==> src/rtl/gather_pkg.sv <==
// ----------------------------------------------------------------------------
// gather_pkg
//   Shared definitions for the C2H gather stage: FSM state encoding, the width
//   of the packet-total field and the header field offsets.
//   No ports (package).
// ----------------------------------------------------------------------------
package gather_pkg;

  typedef enum logic [2:0] {
    ST_IDLE   = 3'd0,
    ST_TARGET = 3'd1,
    ST_HEADER = 3'd2,
    ST_DATA   = 3'd3,
    ST_DONE   = 3'd4
  } state_e;

  // The packet total always occupies the top 32 bits of the header beat.
  localparam int TOTAL_WIDTH = 32;

  // Per-column lengths are packed from bit 0 of the header beat upwards.
  localparam int LEN_LSB = 0;

  // MSB of the total field for a given stream width.
  function automatic int total_msb(input int data_width);
    return data_width - 1;
  endfunction

endpackage

==> src/rtl/gather_next_col_sel.sv <==
// ----------------------------------------------------------------------------
// gather_next_col_sel
//   Combinational priority finder over the latched per-column lengths.
//   Returns the lowest-numbered column with a nonzero length that is either
//   anywhere (start_flag_i=1) or strictly above cur_idx_i (start_flag_i=0).
// Ports
//   lens_i        in   N*LW  packed lengths, col i at [i*LW +: LW]
//   cur_idx_i     in   IW    column currently being drained
//   start_flag_i  in   1     search from column 0 inclusive
//   next_idx_o    out  IW    selected column (0 when none found)
//   found_o       out  1     a qualifying column exists
// ----------------------------------------------------------------------------
module gather_next_col_sel #(
  parameter int N  = 4,
  parameter int LW = 16,
  parameter int IW = 2
) (
  input  logic [N*LW-1:0] lens_i,
  input  logic [IW-1:0]   cur_idx_i,
  input  logic            start_flag_i,
  output logic [IW-1:0]   next_idx_o,
  output logic            found_o
);

  logic [N-1:0] eligible;

  generate
    for (genvar gi = 0; gi < N; gi++) begin : g_elig
      assign eligible[gi] = (lens_i[gi*LW +: LW] != '0) &&
                            (start_flag_i || (gi > int'(cur_idx_i)));
    end
  endgenerate

  // Scan downwards so the lowest eligible index wins.
  always_comb begin
    next_idx_o = '0;
    found_o    = 1'b0;
    for (int i = N - 1; i >= 0; i--) begin
      if (eligible[i]) begin
        next_idx_o = IW'(i);
        found_o    = 1'b1;
      end
    end
  end

endmodule

==> src/rtl/gather.sv <==
// ----------------------------------------------------------------------------
// gather
//   Drains per-column FWFT result FIFOs into a single C2H AXI-stream packet:
//   beat 0 echoes the target word, beat 1 carries the packet total and the
//   per-column lengths, then column payloads follow in column order.
//   Columns with zero length are skipped entirely.
// Ports
//   user_clk           in   1                 clock, rising edge
//   user_rst           in   1                 async reset, active low
//   collect_start      in   1                 pulse: begin one packet (IDLE only)
//   target_i           in   ALIGN_BITS        target word for beat 0
//   res_len            in   COL_MAX_SIZE*LW   beats per column
//   res_fifo_dout      in   COL_MAX_SIZE*DW   FWFT FIFO heads
//   res_fifo_empty     in   COL_MAX_SIZE      FIFO empty flags
//   res_fifo_rd_en     out  COL_MAX_SIZE      one-hot pop strobe
//   m_axis_c2h_*       out/in                 AXI-stream master
//   gather_busy        out  1                 packet in progress
//   gather_done        out  1                 one-cycle completion pulse
// TCQ is a simulation-only clock-to-q figure and is not applied here.
// ----------------------------------------------------------------------------
module gather
  import gather_pkg::*;
#(
  parameter int TCQ             = 1,
  parameter int DATA_WIDTH      = 128,
  parameter int BYTE_BIT_ENABLE = DATA_WIDTH / 8,
  parameter int COL_MAX_SIZE    = 4,
  parameter int ALIGN_BITS      = 128,
  parameter int LEN_WIDTH       = 16
) (
  input  logic                               user_clk,
  input  logic                               user_rst,
  input  logic                               collect_start,
  input  logic [ALIGN_BITS-1:0]              target_i,
  input  logic [COL_MAX_SIZE*LEN_WIDTH-1:0]  res_len,
  input  logic [COL_MAX_SIZE*DATA_WIDTH-1:0] res_fifo_dout,
  input  logic [COL_MAX_SIZE-1:0]            res_fifo_empty,
  output logic [COL_MAX_SIZE-1:0]            res_fifo_rd_en,
  output logic [DATA_WIDTH-1:0]              m_axis_c2h_tdata,
  output logic [BYTE_BIT_ENABLE-1:0]         m_axis_c2h_tkeep,
  output logic                               m_axis_c2h_tlast,
  output logic                               m_axis_c2h_tvalid,
  input  logic                               m_axis_c2h_tready,
  output logic                               gather_busy,
  output logic                               gather_done
);

  localparam int COL_IDX_W = (COL_MAX_SIZE > 1) ? $clog2(COL_MAX_SIZE) : 1;
  localparam int LEN_BITS  = COL_MAX_SIZE * LEN_WIDTH;
  localparam int TOTAL_MSB = total_msb(DATA_WIDTH);

  logic unused_tcq;
  assign unused_tcq = (TCQ != 0);

  state_e                 state_q;
  logic [ALIGN_BITS-1:0]  target_q;
  logic [LEN_BITS-1:0]    len_q;
  logic [TOTAL_WIDTH-1:0] total_q;
  logic [TOTAL_WIDTH-1:0] total_d;
  logic [COL_IDX_W-1:0]   col_q;
  logic [LEN_WIDTH-1:0]   beat_cnt_q;
  logic                   busy_q;

  logic [DATA_WIDTH-1:0]  dout_arr [COL_MAX_SIZE];
  logic [LEN_WIDTH-1:0]   len_arr  [COL_MAX_SIZE];
  logic [DATA_WIDTH-1:0]  header_word;
  logic [COL_IDX_W-1:0]   sel_idx;
  logic                   sel_found;
  logic                   accept;

  // Zero-extended sum of the incoming lengths, latched on start.
  always_comb begin
    total_d = '0;
    for (int i = 0; i < COL_MAX_SIZE; i++) begin
      total_d = total_d + TOTAL_WIDTH'(res_len[i*LEN_WIDTH +: LEN_WIDTH]);
    end
  end

  generate
    for (genvar gi = 0; gi < COL_MAX_SIZE; gi++) begin : g_col
      assign dout_arr[gi]       = res_fifo_dout[gi*DATA_WIDTH +: DATA_WIDTH];
      assign len_arr[gi]        = len_q[gi*LEN_WIDTH +: LEN_WIDTH];
      // accept already implies the current column's FIFO is non-empty.
      assign res_fifo_rd_en[gi] = (state_q == ST_DATA) &&
                                  (col_q == COL_IDX_W'(gi)) && accept;
    end
  endgenerate

  // In HEADER the search starts at column 0; in DATA it looks strictly above
  // the current column, which also answers "is this the last column?".
  gather_next_col_sel #(
    .N  (COL_MAX_SIZE),
    .LW (LEN_WIDTH),
    .IW (COL_IDX_W)
  ) u_next_col_sel (
    .lens_i       (len_q),
    .cur_idx_i    (col_q),
    .start_flag_i (state_q != ST_DATA),
    .next_idx_o   (sel_idx),
    .found_o      (sel_found)
  );

  always_comb begin
    header_word = '0;
    header_word[TOTAL_MSB -: TOTAL_WIDTH] = total_q;
    header_word[LEN_LSB +: LEN_BITS]      = len_q;
  end

  // Stream outputs are decoded from registered state; in DATA, tvalid follows
  // the FWFT empty flag directly, which cannot rise again without a pop.
  always_comb begin
    m_axis_c2h_tvalid = 1'b0;
    m_axis_c2h_tdata  = '0;
    m_axis_c2h_tlast  = 1'b0;
    case (state_q)
      ST_TARGET: begin
        m_axis_c2h_tvalid = 1'b1;
        m_axis_c2h_tdata  = DATA_WIDTH'(target_q);
      end
      ST_HEADER: begin
        m_axis_c2h_tvalid = 1'b1;
        m_axis_c2h_tdata  = header_word;
        m_axis_c2h_tlast  = (total_q == '0);
      end
      ST_DATA: begin
        m_axis_c2h_tvalid = ~res_fifo_empty[col_q];
        m_axis_c2h_tdata  = dout_arr[col_q];
        m_axis_c2h_tlast  = (beat_cnt_q == LEN_WIDTH'(1)) && !sel_found;
      end
      default: ;
    endcase
  end

  assign accept           = m_axis_c2h_tvalid & m_axis_c2h_tready;
  assign m_axis_c2h_tkeep = {BYTE_BIT_ENABLE{m_axis_c2h_tvalid}};
  assign gather_busy      = busy_q;
  assign gather_done      = (state_q == ST_DONE);

  always_ff @(posedge user_clk or negedge user_rst) begin
    if (!user_rst) begin
      state_q    <= ST_IDLE;
      target_q   <= '0;
      len_q      <= '0;
      total_q    <= '0;
      col_q      <= '0;
      beat_cnt_q <= '0;
      busy_q     <= 1'b0;
    end else begin
      case (state_q)
        ST_IDLE: begin
          if (collect_start) begin
            target_q <= target_i;
            len_q    <= res_len;
            total_q  <= total_d;
            busy_q   <= 1'b1;
            state_q  <= ST_TARGET;
          end
        end
        ST_TARGET: begin
          if (accept) state_q <= ST_HEADER;
        end
        ST_HEADER: begin
          if (accept) begin
            if (total_q == '0) begin
              state_q <= ST_DONE;
            end else begin
              col_q      <= sel_idx;
              beat_cnt_q <= len_arr[sel_idx];
              state_q    <= ST_DATA;
            end
          end
        end
        ST_DATA: begin
          if (accept) begin
            if (beat_cnt_q == LEN_WIDTH'(1)) begin
              if (sel_found) begin
                col_q      <= sel_idx;
                beat_cnt_q <= len_arr[sel_idx];
              end else begin
                beat_cnt_q <= '0;
                state_q    <= ST_DONE;
              end
            end else begin
              beat_cnt_q <= beat_cnt_q - LEN_WIDTH'(1);
            end
          end
        end
        ST_DONE: begin
          busy_q  <= 1'b0;
          state_q <= ST_IDLE;
        end
        default: state_q <= ST_IDLE;
      endcase
    end
  end

endmodule

==> config.mk <==
export PLATFORM = sky130hd
export DESIGN_NAME = gather
export DESIGN_NICKNAME = d
export VERILOG_FILES = /design/src/rtl/gather_pkg.sv /design/src/rtl/gather_next_col_sel.sv /design/src/rtl/gather.sv
export SDC_FILE = /design/constraint.sdc
export NUM_CORES = 1
export LEC_CHECK = 0
export ABC_AREA = 1
export ABC_CLOCK_PERIOD_IN_PS = 2400
export BUFFER_PORTS_ARGS = -buffer_cell sky130_fd_sc_hd__buf_2
export CAP_MARGIN = 10
export CELL_PAD_IN_SITES_DETAIL_PLACEMENT = 1
export CELL_PAD_IN_SITES_GLOBAL_PLACEMENT = 2
export CORE_AREA = 2 2 336 338
export CTS_CLUSTER_SIZE = 24
export DETAILED_ROUTE_END_ITERATION = 10
export DIE_AREA = 0 0 338 340
export PLACE_DENSITY_LB_ADDON = 0.1
export SYNTH_ARGS = -nofsm -noshare
export SYNTH_HDL_FRONTEND = slang
export SYNTH_SLANG_ARGS = --single-unit
==> constraint.sdc <==
create_clock -name user_clk -period 2.4 [get_ports user_clk]
set_clock_uncertainty 0.05 [all_clocks]
set_input_delay 0.24 -clock user_clk [delete_from_list [all_inputs] [get_ports user_clk]]
set_output_delay 0.24 -clock user_clk [all_outputs]
set_load 0.03 [all_outputs]
=== Word-level counts from Yosys, hierarchy flattened ===
Index checks and enable logic that the tools add are counted.

* $add $sub $neg: 4
* Order comparisons: 6
* Equal/unequal tests: 17
* Muxes and demuxes: 41
* Bitwise logic cells: 4
* Reductions and logical operators: 32

{| class="wikitable"
|+ Operator list
! operator !! number
|-
| one-hot mux 128 bit (3 select lines) || 1
|-
| binary-select mux 128 bit (select 2 bit) || 1
|-
| two-way mux 128 bit || 2
|-
| two-way mux 16 bit || 7
|-
| nonzero test 16 bit || 4
|-
| binary-select mux 16 bit (select 2 bit) || 1
|-
| zero test 32 bit || 1
|-
| one-hot mux 16 bit (2 select lines) || 1
|-
| two-way mux 3 bit || 7
|-
| adder 18 x 16 -> 19 bit || 1
|-
| adder 17 x 16 -> 18 bit || 1
|-
| two-way mux 2 bit || 9
|-
| adder 16 x 16 -> 17 bit || 1
|-
| == test 16 x 1 -> 1 bit, second input constant || 1
|-
| subtractor 16 x 1 -> 16 bit, second input constant || 1
|-
| inequality test 2 bit, second input constant || 7
|-
| logical AND 1 bit || 13
|-
| one-hot mux 3 bit (4 select lines) || 1
|-
| AND reduction 6 bit || 2
|-
| == test 3 x 2 -> 1 bit, second input constant || 2
|-
| >= comparator 3 bit, second input constant || 2
|-
| two-way mux 1 bit || 6
|-
| inverter 2 -> 3 bit || 2
|-
| one-hot mux 1 bit (2 select lines) || 3
|-
| 21 further kinds || 27
|}

* Register bits: 246
* Input bits: 712
* Output and inout port bits: 152
* Logic and storage cells: 111

=== Depth between registers and ports, before layout ===
* Depth after elaboration: 15
* Mapped depth: 16
* Gate-level depth less buffers: 15

=== By module ===
From an unflattened synthesis, not the netlist that was laid out.

* Cells, all modules: 2447
* Area total of the unflattened synthesis: 16782.3 µm²

{| class="wikitable"
|+ By module, submodules not included
! module !! instances !! cells each !! area an instance (µm²) !! seq. area each (µm²)
|-
| gather || 1 || 2375 || 16480.8 || 5805.6
|-
| gather_next_col_sel || 1 || 72 || 301.5 || 0.0
|}

=== Worst setup path after synthesis ===
OpenSTA, ideal clock, no wires.

* Path type: input port to flip-flop
* Start: input res_len[1]
* End: register total_q[11]
* Library setup time: 0.134 ns
* Arrival time: 2.911 ns
* Required time: 2.216 ns
* Setup slack: -0.695 ns
* Cell stages on the path: 13
* Path buffers: 0
* Path through: inv_1 fa_1 inv_1 fa_1 ha_1 fa_1 nand3_1 nand3_1 a21boi_0 o21ai_0 a21oi_1 xor2_1 o21ai_0

* Cells in the longest elaborated chain, start to end: 3

{| class="wikitable"
|+ RTL lines
! item !! line !! text
|-
| start, declared || gather.sv:35 || <nowiki>input logic [COL_MAX_SIZE*LEN_WIDTH-1:0] res_len,</nowiki>
|-
| adder 16 x 16 -> 17 bit || gather.sv:75 || <nowiki>total_d = total_d + TOTAL_WIDTH'(res_len[i*LEN_WIDTH +: LEN_WIDTH]);</nowiki>
|-
| adder 17 x 16 -> 18 bit || gather.sv:75 ||
|-
| adder 18 x 16 -> 19 bit || gather.sv:75 ||
|-
| end signal, assigned || gather.sv:154 || <nowiki>total_q <= total_d;</nowiki>
|-
| end, declared || gather.sv:58 || <nowiki>logic [TOTAL_WIDTH-1:0] total_q;</nowiki>
|}

No other way between the ends.
A chain may end at the register's enable or synchronous reset.

=== Worst setup path after layout ===
* Start: register col_q[0]
* End: output m_axis_c2h_tdata[103]

* Cells in the longest elaborated chain, start to end: 5

{| class="wikitable"
|+ RTL lines
! item !! line !! text
|-
| start, declared || gather.sv:60 || <nowiki>logic [COL_IDX_W-1:0] col_q;</nowiki>
|-
| start signal, assigned || gather.sv:167 || <nowiki>col_q <= sel_idx;</nowiki>
|-
| start signal, assigned || gather.sv:177 || <nowiki>col_q <= sel_idx;</nowiki>
|-
| inverter 2 -> 3 bit (not written as such) || gather.sv:127 || <nowiki>m_axis_c2h_tdata = dout_arr[col_q];</nowiki>
|-
| binary-select mux 128 bit (select 2 bit) || gather.sv:127 ||
|-
| two-way mux 128 bit (not written as such) (2 in series) || gather.sv:127 ||
|-
| one-hot mux 128 bit (3 select lines) || gather.sv:115 || <nowiki>case (state_q)</nowiki>
|-
| end, declared || gather.sv:39 || <nowiki>output logic [DATA_WIDTH-1:0] m_axis_c2h_tdata,</nowiki>
|}

No other way between the ends. The select of a mux whose other input is x is not followed.

==> results.yml <==
final_layout:
  layout_commonest_cell: "nand2_1"
  layout_common_cells: "nand2_1 (739), buf_2 (707), buf_4 (240), dfrtp_1 (230), nand3_1 (209)"
  final_cells: 5121
  syn_to_final_growth_pct: 99.3
  layout-drive-gt1-share: 0.480
  final_nets: 4343
  fill_cells: 13100
synth:
  async_reset_ff_frac: 1.00
  synth_ff_type: "dfrtp_1"
  synth_seq_area_share: 0.350
  ys_warn_count: 0
  synth-edff-count: 0
  avgSynthCellArea_um2: 7.15
  ys_ff_latch: 232
  syn_nets: 3081
  synth.distinct_cells: 40
  synthCells: 2318
  syn_area_um2: 16600
cts:
  path_clk_slew_ns: 0.06
  numCtsBuffers: 37
  clk-insertion-delay-late_ns: 0.57
  cts_tree: "yes"
  clock-sinks: 232
  clockBufferDepth: 3
  cts_root_buf: "clkbuf_16"
  h-tree-depth: 2
global_routing:
  grt_max_degree: 121
  grt_usage: 0.223
  grt_pass1_wl_um: 182000
  overflow: 0
  grt_pass1_vias: 24700
  antenna_found_initial: 27
critical_path:
  crit_family: "buffers and inverters"
  slowest_delay_ns: 0.53
  critical_path_buf_inv_count: 5
  cp_slowest_cell: "dfrtp_4"
  worstSetupEndpointType: "output port"
  cp_max_fo: 8
  cp_cell_sequence: "buf_6, nor2_4, buf_12, buf_12, nand2_1, a41oi_2, buf_4, a221o_1, buf_6"
  critPathKind: "reg2out"
  required_ns: 2.11
  worstPathArrival_ns: 2.60
  start_kind: "register"
die:
  die_y_um: 340
  dieArea_um2: 115000
  die_width_um: 338
  start_util: 0.148
  rows: 123
  core-area_um2: 112000
  io_pins: 864
sta:
  report.final.slew_viol_count: 0
  setup_ws_ns: -0.485
  tightest_slew_ns: 0.893
  rsz0062_at_grt: "true"
  fmax_mhz: 347
  fin_crit_ns: 2.89
  relSlewSlack: 0.405
  hold_violations: 0
  fin_crit_sh: 1.20
  final-setup-viol-count: 185
flow_run:
  max_cap_violations: 0
placement:
  post-place-ws_ns: -0.823
  port_buffers: 863
  place_inst: 4725
  dp_hpwl_um: 92400
  place_congestion: 0.814
routing:
  wl_per_cell_um: 26.7
  routed_wl_um: 137000
  vias: 22500
  drc: 0
  drtAntennaViolNets: 0
  firstDrtPassIters: 7
  first_iter_violations: 967
  viasPerCell: 4.39
worst_hold_path:
  hold_path.class: "in2reg"
outcome:
  status: "finished with violations"
  violations: "setup timing"
power_and_ir_drop:
  ir_drop_mv: 0.413
  leakagePower_nw: 15.7
  power.density_nw_per_um2: 1370
==> cell type report <==
| class | count | area (µm²) | share of cell area |
|---|---|---|---|
| repair buffers | 1409 | 11800 | 0.357 |
| multi-input cells | 1746 | 11600 | 0.352 |
| flip-flops and latches | 232 | 5810 | 0.176 |
| well taps | 1500 | 1880 | 0.0568 |
| clock buffers | 58 | 1140 | 0.0344 |
| inverters | 154 | 641 | 0.0194 |
| clock inverters | 10 | 88.8 | 0.00269 |
| diodes | 12 | 30.0 | 0.000910 |
==> worst register-to-register path: cells and delay by family (launching register included) <==
kind / cells / cell delay (ns)
buffers and inverters: 9 / 1.06
AND/OR/NAND/NOR: 9 / 0.64
flip-flops: 1 / 0.53
AO/OA/AOI/OAI: 2 / 0.25
==> cells by family after synthesis <==
kind of cell / count (synthesis) / share of synthesized area
AOI/OAI and AO/OA: 446 / 0.197
and+or+nand+nor: 1232 / 0.306
buffers and inverters: 340 / 0.0839
DFF: 232 / 0.350
adders and majority gates: 51 / 0.0530
xor gates and xnor gates: 17 / 0.00899
==> metrics by stage <==
stage | hold WS (ns) | utilization | cell area (µm²) | power, mW | setup TNS [ns]
finish | 0.0521 | 0.296 | 33000 | 45.4 | -56.53
global route | 0.0397 | 0.296 | 33000 | 48.1 | -82.93
CTS | 0.0145 | 0.282 | 31400 | 44.0 | -58.73
detailed placement | 0.186 | 0.219 | 24400 | 30.4 | -11.95
global placement | 0.196 | 0.219 | 24400 | 30.3 | -11.58
floorplan | -0.106 | - | 16700 | 20.3 | -2.45
==> registers in the layout, summed over array words and instances, names as in the netlist <==
| register | flops |
|---|---|
| len_q | 64 |
| beat_cnt_q | 16 |
| gather_busy | 1 |
| state_q | 3 |
| col_q | 2 |
| total_q | 18 |
| target_q | 128 |
==> final timing paths <==
check	end	cells after the start	from	slack [ns]
worst max register to register	beat_cnt_q[12]$_DFFE_PN0P_	20	col_q[1]$_DFFE_PN0P_	-0.19
worst min register to register	target_q[24]$_DFFE_PN0P_	2	target_q[24]$_DFFE_PN0P_	0.43
worst max-delay path	m_axis_c2h_tdata[103]	9	col_q[0]$_DFFE_PN0P_	-0.49
min in group asynchronous	target_q[38]$_DFFE_PN0P_	2	user_rst	0.16
max in group asynchronous	target_q[7]$_DFFE_PN0P_	3	user_rst	1.36
worst min-delay path	len_q[45]$_DFFE_PN0P_	4	res_len[45]	0.05
==> report_power, final <==
part	internal (mW)	leakage, nW	switching, mW
clock	3.37	0.604	2.29
combinational	13.8	12.2	18.8
sequential	5.75	2.89	1.36
==> cells in the mapped netlist, types with 10 or more instances <==
master	number	area, µm²
nand2_1	835	3130
nand3_1	260	1300
dfrtp_1	232	5810
inv_1	146	548
clkbuf_1	141	529
a22oi_1	104	781
nor2_1	97	364
o21ai_0	83	415
a221o_1	82	821
a31oi_1	58	363
a22o_1	46	403
a21oi_1	34	170
fa_1	32	641
a41oi_1	25	219
buf_4	22	165
ha_1	19	238
buf_1	14	52.6
xor2_1	12	105
nand2_2	10	62.6
==> layer usage <==
layer  GRT usage  wire [µm]  vias up
met2       0.406      69600      763
li1            -          -    10400
met3      0.0397       6820      171
met4      0.0596       4580       22
met1       0.265      55600    11100
met5           0        142        -
==> timing repair <==
action                     in CTS  in global routing
pin swaps                     131                 97
hold endpoints to repair      205                  0
cloned                         33                 12
setup endpoints to repair     176                221
gates resized for setup       661                265
buffers inserted               87                 40
hold buffers                  156                  0
No activity file was read; power rests on OpenSTA's default activity.
